==> src/rtl/alu_arbiter.sv <==
// ---------------------------------------------------------------------------
// alu_arbiter
//
// Purpose:
//   Lets two requesters share one external ALU. A three-state FSM
//   (IDLE -> EXEC -> RESP) accepts one operation at a time. The winner's
//   opcode and operands are latched on grant and drive the ALU from
//   registers only. The ALU result and flags are captured at the end of
//   EXEC, and the winner gets a single-cycle done pulse in RESP. Requests
//   that arrive together are granted round-robin.
//
// Ports:
//   CLK                  clock, rising-edge active
//   RST                  asynchronous, active-high reset
//   req0 / req1          operation request from requester 0 / 1
//   op0 / op1            4-bit ALU opcode from requester 0 / 1
//   a0, b0 / a1, b1      operands A/B from requester 0 / 1
//   done0 / done1        one-cycle completion pulse to requester 0 / 1
//   result               captured ALU result of the last completed operation
//   neg, ovf, zero       captured ALU flags of the last completed operation
//   busy                 high whenever the FSM is not in IDLE
//   alu_opcode           opcode driven to the shared ALU
//   alu_portA/alu_portB  operands driven to the shared ALU
//   alu_outPort          result returned by the ALU
//   alu_negative/alu_overflow/alu_zero  flags returned by the ALU
// ---------------------------------------------------------------------------
module alu_arbiter #(
  parameter int WORD_W = 32
) (
  input  logic              CLK,
  input  logic              RST,

  input  logic              req0,
  input  logic              req1,
  input  logic [3:0]        op0,
  input  logic [3:0]        op1,
  input  logic [WORD_W-1:0] a0,
  input  logic [WORD_W-1:0] b0,
  input  logic [WORD_W-1:0] a1,
  input  logic [WORD_W-1:0] b1,

  output logic              done0,
  output logic              done1,
  output logic [WORD_W-1:0] result,
  output logic              neg,
  output logic              ovf,
  output logic              zero,
  output logic              busy,

  output logic [3:0]        alu_opcode,
  output logic [WORD_W-1:0] alu_portA,
  output logic [WORD_W-1:0] alu_portB,
  input  logic [WORD_W-1:0] alu_outPort,
  input  logic              alu_negative,
  input  logic              alu_overflow,
  input  logic              alu_zero
);

  typedef enum logic [1:0] {
    IDLE = 2'd0,
    EXEC = 2'd1,
    RESP = 2'd2
  } state_t;

  state_t              state_q, state_d;

  // Arbitration: id of the requester served last, and of the in-flight winner.
  logic                last_q, last_d;
  logic                win_q, win_d;

  // Latched operation; these registers are the only source for the ALU ports.
  logic [3:0]          op_q, op_d;
  logic [WORD_W-1:0]   a_q, a_d;
  logic [WORD_W-1:0]   b_q, b_d;

  // Captured ALU response, held until the next EXEC.
  logic [WORD_W-1:0]   result_q, result_d;
  logic                neg_q, neg_d;
  logic                ovf_q, ovf_d;
  logic                zero_q, zero_d;

  logic                grant_id;

  // A lone requester wins outright. On a tie, the requester that was not
  // served last wins.
  function automatic logic pick_winner(input logic r0, input logic r1,
                                       input logic last);
    logic w;
    if (r0 && r1) begin
      w = ~last;
    end else begin
      w = r1;
    end
    return w;
  endfunction

  assign grant_id = pick_winner(req0, req1, last_q);

  // Next-state and datapath-next logic
  always_comb begin
    state_d  = state_q;
    last_d   = last_q;
    win_d    = win_q;
    op_d     = op_q;
    a_d      = a_q;
    b_d      = b_q;
    result_d = result_q;
    neg_d    = neg_q;
    ovf_d    = ovf_q;
    zero_d   = zero_q;

    case (state_q)
      IDLE: begin
        if (req0 || req1) begin
          win_d   = grant_id;
          last_d  = grant_id;
          op_d    = grant_id ? op1 : op0;
          a_d     = grant_id ? a1  : a0;
          b_d     = grant_id ? b1  : b0;
          state_d = EXEC;
        end
      end
      EXEC: begin
        // The ALU sees only the latched operands during this cycle, so its
        // outputs are stable at this edge.
        result_d = alu_outPort;
        neg_d    = alu_negative;
        ovf_d    = alu_overflow;
        zero_d   = alu_zero;
        state_d  = RESP;
      end
      RESP: begin
        state_d = IDLE;
      end
      default: begin
        state_d = IDLE;
      end
    endcase
  end

  // State and register update
  always_ff @(posedge CLK or posedge RST) begin
    if (RST) begin
      state_q  <= IDLE;
      // Pointing at requester 1 makes requester 0 win the first tie.
      last_q   <= 1'b1;
      win_q    <= 1'b0;
      op_q     <= '0;
      a_q      <= '0;
      b_q      <= '0;
      result_q <= '0;
      neg_q    <= 1'b0;
      ovf_q    <= 1'b0;
      zero_q   <= 1'b0;
    end else begin
      state_q  <= state_d;
      last_q   <= last_d;
      win_q    <= win_d;
      op_q     <= op_d;
      a_q      <= a_d;
      b_q      <= b_d;
      result_q <= result_d;
      neg_q    <= neg_d;
      ovf_q    <= ovf_d;
      zero_q   <= zero_d;
    end
  end

  // Done is decoded from registered state, so only one line can be high and
  // reset clears it at once.
  assign done0      = (state_q == RESP) && !win_q;
  assign done1      = (state_q == RESP) &&  win_q;
  assign busy       = (state_q != IDLE);

  assign result     = result_q;
  assign neg        = neg_q;
  assign ovf        = ovf_q;
  assign zero       = zero_q;

  assign alu_opcode = op_q;
  assign alu_portA  = a_q;
  assign alu_portB  = b_q;

endmodule
==> config.mk <==
export PLATFORM = sky130hd
export DESIGN_NAME = alu_arbiter
export DESIGN_NICKNAME = d
export VERILOG_FILES = /design/src/rtl/alu_arbiter.sv
export SDC_FILE = /design/constraint.sdc
export NUM_CORES = 1
export LEC_CHECK = 0
export ABC_CLOCK_PERIOD_IN_PS = 4290
export BUFFER_PORTS_ARGS = -buffer_cell sky130_fd_sc_hd__buf_4
export CORE_UTILIZATION = 25
export DETAILED_ROUTE_END_ITERATION = 8
export PLACE_DENSITY_LB_ADDON = 0.1
export SLEW_MARGIN = 20
export SYNTH_ARGS = -nofsm -noshare
export SYNTH_HDL_FRONTEND = slang
export SYNTH_SLANG_ARGS = --single-unit
==> constraint.sdc <==
create_clock -name CLK -period 4.29 [get_ports CLK]
set_input_delay 0.2145 -clock CLK [delete_from_list [all_inputs] [get_ports CLK]]
set_output_delay 0.2145 -clock CLK [all_outputs]
set_load 0.03 [all_outputs]
# == Word-level counts from Yosys, hierarchy flattened ==
# Cells that the tools add are included.
# word_totals
regBits,107
input_bits,175
wordCells,28
# op_classes
eq_ne,3
mux,6
bitwise,1
n_reduce_logical,8
# op_table
cell,count
32-bit 2-to-1 mux,2
4-bit 2-to-1 mux,1
2-bit one-hot mux with 2 select lines,1
1-bit logical AND,3
2-bit by 1-bit == test with 1-bit output (second input constant),1
2-bit == test (second input constant),1
2-bit zero test,1
2-bit 2-to-1 mux,1
2-bit != test (second input constant),1
2-bit AND reduction,1
2-bit nonzero test,1
1-bit zero test,1
1-bit logical OR,1
1-bit 2-to-1 mux,1
1-bit inverter,1

# == Depth between registers and ports, before layout ==
# depth
depth_word,3
ltp_mapped,6
mapped_depth_nobuf,3

# == Least setup slack after synthesis ==
# No wires, ideal clock.
# synth_timing
kind,reg-to-reg
from,register last_q
to,register b_q[8] (netlist: alu_portB[8])
setup_ps,125
t_arrival_ps,1554
required_time_ps,4165
path_slack_ps,2611
stages_incl_launch_ff,7
synth_period_minus_slack_ps,1679
path_cell_list,dfstp_2 a21bo_1 buf_6 buf_6 buf_6 mux2_4 mux2_4
# synth_via
elab_chain_len,3
# synth_rtl
item,line,text
from (decl),68,"logic last_q, last_d;"
from (signal assigned),157,last_q <= last_d;
1-bit inverter,90,w = ~last;
1-bit 2-to-1 mux,89,if (r0 && r1) begin
32-bit 2-to-1 mux,119,b_d = grant_id ? b1 : b0;
to (signal assigned),150,b_q <= '0;
to (signal assigned),161,b_q <= b_d;
to (decl),74,"logic [WORD_W-1:0] b_q, b_d;"
# No other way between the ends.
# A chain may end at the register's enable or synchronous reset.

# == Worst setup path after layout ==
# Same ends and word-level chain as after synthesis.

==> summary.md <==
| Metric | Value |
|---|---|
| Yosys warns | `0` |
| Reg2Reg Setup Slack | `2.01 ns` |
| Post-DP Area | `0.00721 mm^2` |
| CTS tree | `built` |
| Synth unique cells | `16` |
| DRC | `0` |
| CTS Hold Bufs | `0` |
| Nature of the critical path startpoint | `register` |
| Clock skew | `0.0110 ns` |
| GRT overflow | `0` |
| Seq/Total Area, Yosys | `55.1%` |
| Dpl cells | `834` |
| Outcome | `complete, no violations` |
| Vias/cell | `4.10` |
| Final min period | `2.28 ns` |
| Share of cells above drive strength 1 | `80.3%` |
| Dominant cells by area after synthesis | `dfrtp_1 (55%), mux2_2 (35%), mux2_4 (5.6%), buf_2 (1.5%), buf_6 (0.69%)` |
| Post-synthesis register bit count | `107` |
| Crit. End Element | `register` |
| CTS Buf Count | `9` |
| Ordered cell list for the critical path | `a21bo_4, buf_4, mux2_4, mux2_4` |
| DRT antenna net count | `0` |
| First-pass GRT wire length | `19.5 mm` |
| RSZ-0062 raised after global routing | `false` |
| Final Wtd Congestion | `0.707` |
| Family with the most delay on the worst path | `compound AO/OA/AOI/OAI gates` |
| Final period util | `53.2%` |
| Worst Tran Pin Value | `1.05 ns` |
| Die extent in x | `141 um` |
| Final setup viols | `0` |
| Fill count | `1822` |
| Tot GR Track Use | `12.8%` |
| Post-synth top area cell | `dfrtp_1` |
| WP depth | `4` |
| Share of the synthesized area in the top cell type | `54.5%` |
| Die ar. | `0.0200 mm^2` |
| Antenna violations before repair | `0` |
| H-tree levels | `3` |
| Clk_lat worst skew | `0.35 ns` |
| Cell mode on critical path | `mux2_4` |
| Slew Limit Fails | `0` |
| Largest net degree at the start of global routing | `74` |
| Final #Nets | `760` |
| Overall via count from detail_route | `3484` |
| Total negative slack | `0 ns` |
| Clock buffer depth | `2` |
| Max incr delay on CP | `0.71 ns` |
| CP arrival | `2.51 ns` |
| Die height | `141 um` |
| Post-CTS Resized | `0` |
| P&R area growth vs syn | `55.0%` |
| Num rows | `50` |
| Syn nets | `486` |
| CP Max Fanout | `63` |
| Max_cap viols | `0` |
| Setup repair bufs after CTS | `0` |
| Synth Instances | `311` |
| Post-Syn Area per Cell | `15.6 um^2` |
| Clock sinks | `107` |
| Hold Path Class | `primary input to register` |
| R2R depth | `4` |
| Root buffer cell | `clkbuf_16` |
| Max rail drop VDD | `0.387 mV` |
| Core ar. | `0.0189 mm^2` |
| Initial core utilization | `25.7%` |
| Vias in the first global route | `3720` |
| CP Data Required Time | `4.52 ns` |
| Max frequency | `438 MHz` |
| Hold Vio Cnt, Final | `0` |
| CP max stage cell | `a21bo_4` |
| Port bufs | `280` |
| Hold path depth | `2` |
| Initial DRC Count | `63` |
| PwrDens | `795 mW/mm^2` |
| Post-DP HPWL | `9.34 mm` |
| Rel. slew slack | `30.2%` |
| Num ports | `281` |
| Drt total wl | `12.6 mm` |
| DRT Pass-1 Iters | `3` |
| Clk slew on worst S/H paths | `0.07 ns` |
| Final Cell Area | `0.00754 mm^2` |
| Static leakage | `3.56 nW` |
| Final core occ | `39.9%` |
| WP buf/inv | `1` |
| Setup CP Type | `register to register` |
| Wire length per cell | `14.8 um` |
| Non-Filler Instances | `850` |
| Synthesized area | `0.00486 mm^2` |
| Number of diodes | `0` |
[state kept, by name, summed over array words and instances (netlist names)]
register	count
alu_opcode	4
alu_portA	32
alu_portB	32
last_q	1
neg	1
ovf	1
result	32
state_q	2
win_q	1
zero	1
[routing by layer]
metal,GRT usage [%],wire (um)
met1,14.4,4680
met2,22.9,6730
met3,3.07,885
met4,6.23,274
met5,0,0
[area by class of cell]
class / instances / area (um^2) / share of cell area [%]
inverters: 4 / 17.5 / 0.232
multi-input cells: 180 / 2070 / 27.4
clock inverters: 7 / 97.6 / 1.30
repair buffers: 283 / 2120 / 28.2
clock buffers: 9 / 225 / 2.99
well taps: 260 / 325 / 4.32
flip-flops and latches: 107 / 2680 / 35.5
[cell usage in the layout, fill, tap and decap left out, drive strengths merged]
master / n
o22ai: 1
buf: 283
clkinv: 1
a31oi: 1
nand2b: 1
clkbuf: 9
nor3b: 2
dfrtp: 106
nor2: 1
bufinv: 2
o21a: 1
mux2: 171
a21bo: 1
a21oi: 1
inv: 6
dfstp: 1
clkinvlp: 2
[final timing paths]
kind                             from      endpoint
max                            last_q  alu_portB[8]
min                              req0        last_q
max reg2reg                    last_q  alu_portB[8]
min reg2reg                result[23]    result[23]
max in group asynchronous         RST        last_q
min in group asynchronous         RST  alu_portA[6]
[per-stage QoR]
| stage | hold slack [ns] | total power [mW] | setup slack (ns) |
|---|---|---|---|
| 6_report | 0.0531 | 5.99 | 2.01 |
| 5_1_grt | 0.0412 | 6.34 | 1.82 |
| 4_1_cts | 0.0337 | 6.11 | 1.88 |
| 3_5_place_dp | 0.414 | 5.18 | 1.90 |
| 3_3_place_gp | 0.409 | 5.13 | 1.97 |
| 2_1_floorplan | 0.284 | 3.95 | 1.26 |
[kinds of logic after synthesis]
logic type / count (synthesis) / synth area share [%]
buf+inv: 24 / 2.70
mux: 171 / 41.0
compound gates: 5 / 0.720
flops: 107 / 55.1
simple gates: 4 / 0.514
[power breakdown]
group	total (mW)	switching, mW	internal [mW]
registers	1.80	0.264	1.54
logic	3.29	1.78	1.51
clock network	0.904	0.389	0.515
total	5.99	2.43	3.56
[cell usage after synthesis (all sizes together)]
cell type	n
o21a	1
nand2b	1
mux2	171
a21bo	1
dfrtp	106
clkbuf	2
dfstp	1
inv	4
nor2	1
o22ai	1
buf	18
nor3b	2
a31oi	1
a21oi	1
(Power assumes the default switching activity.)
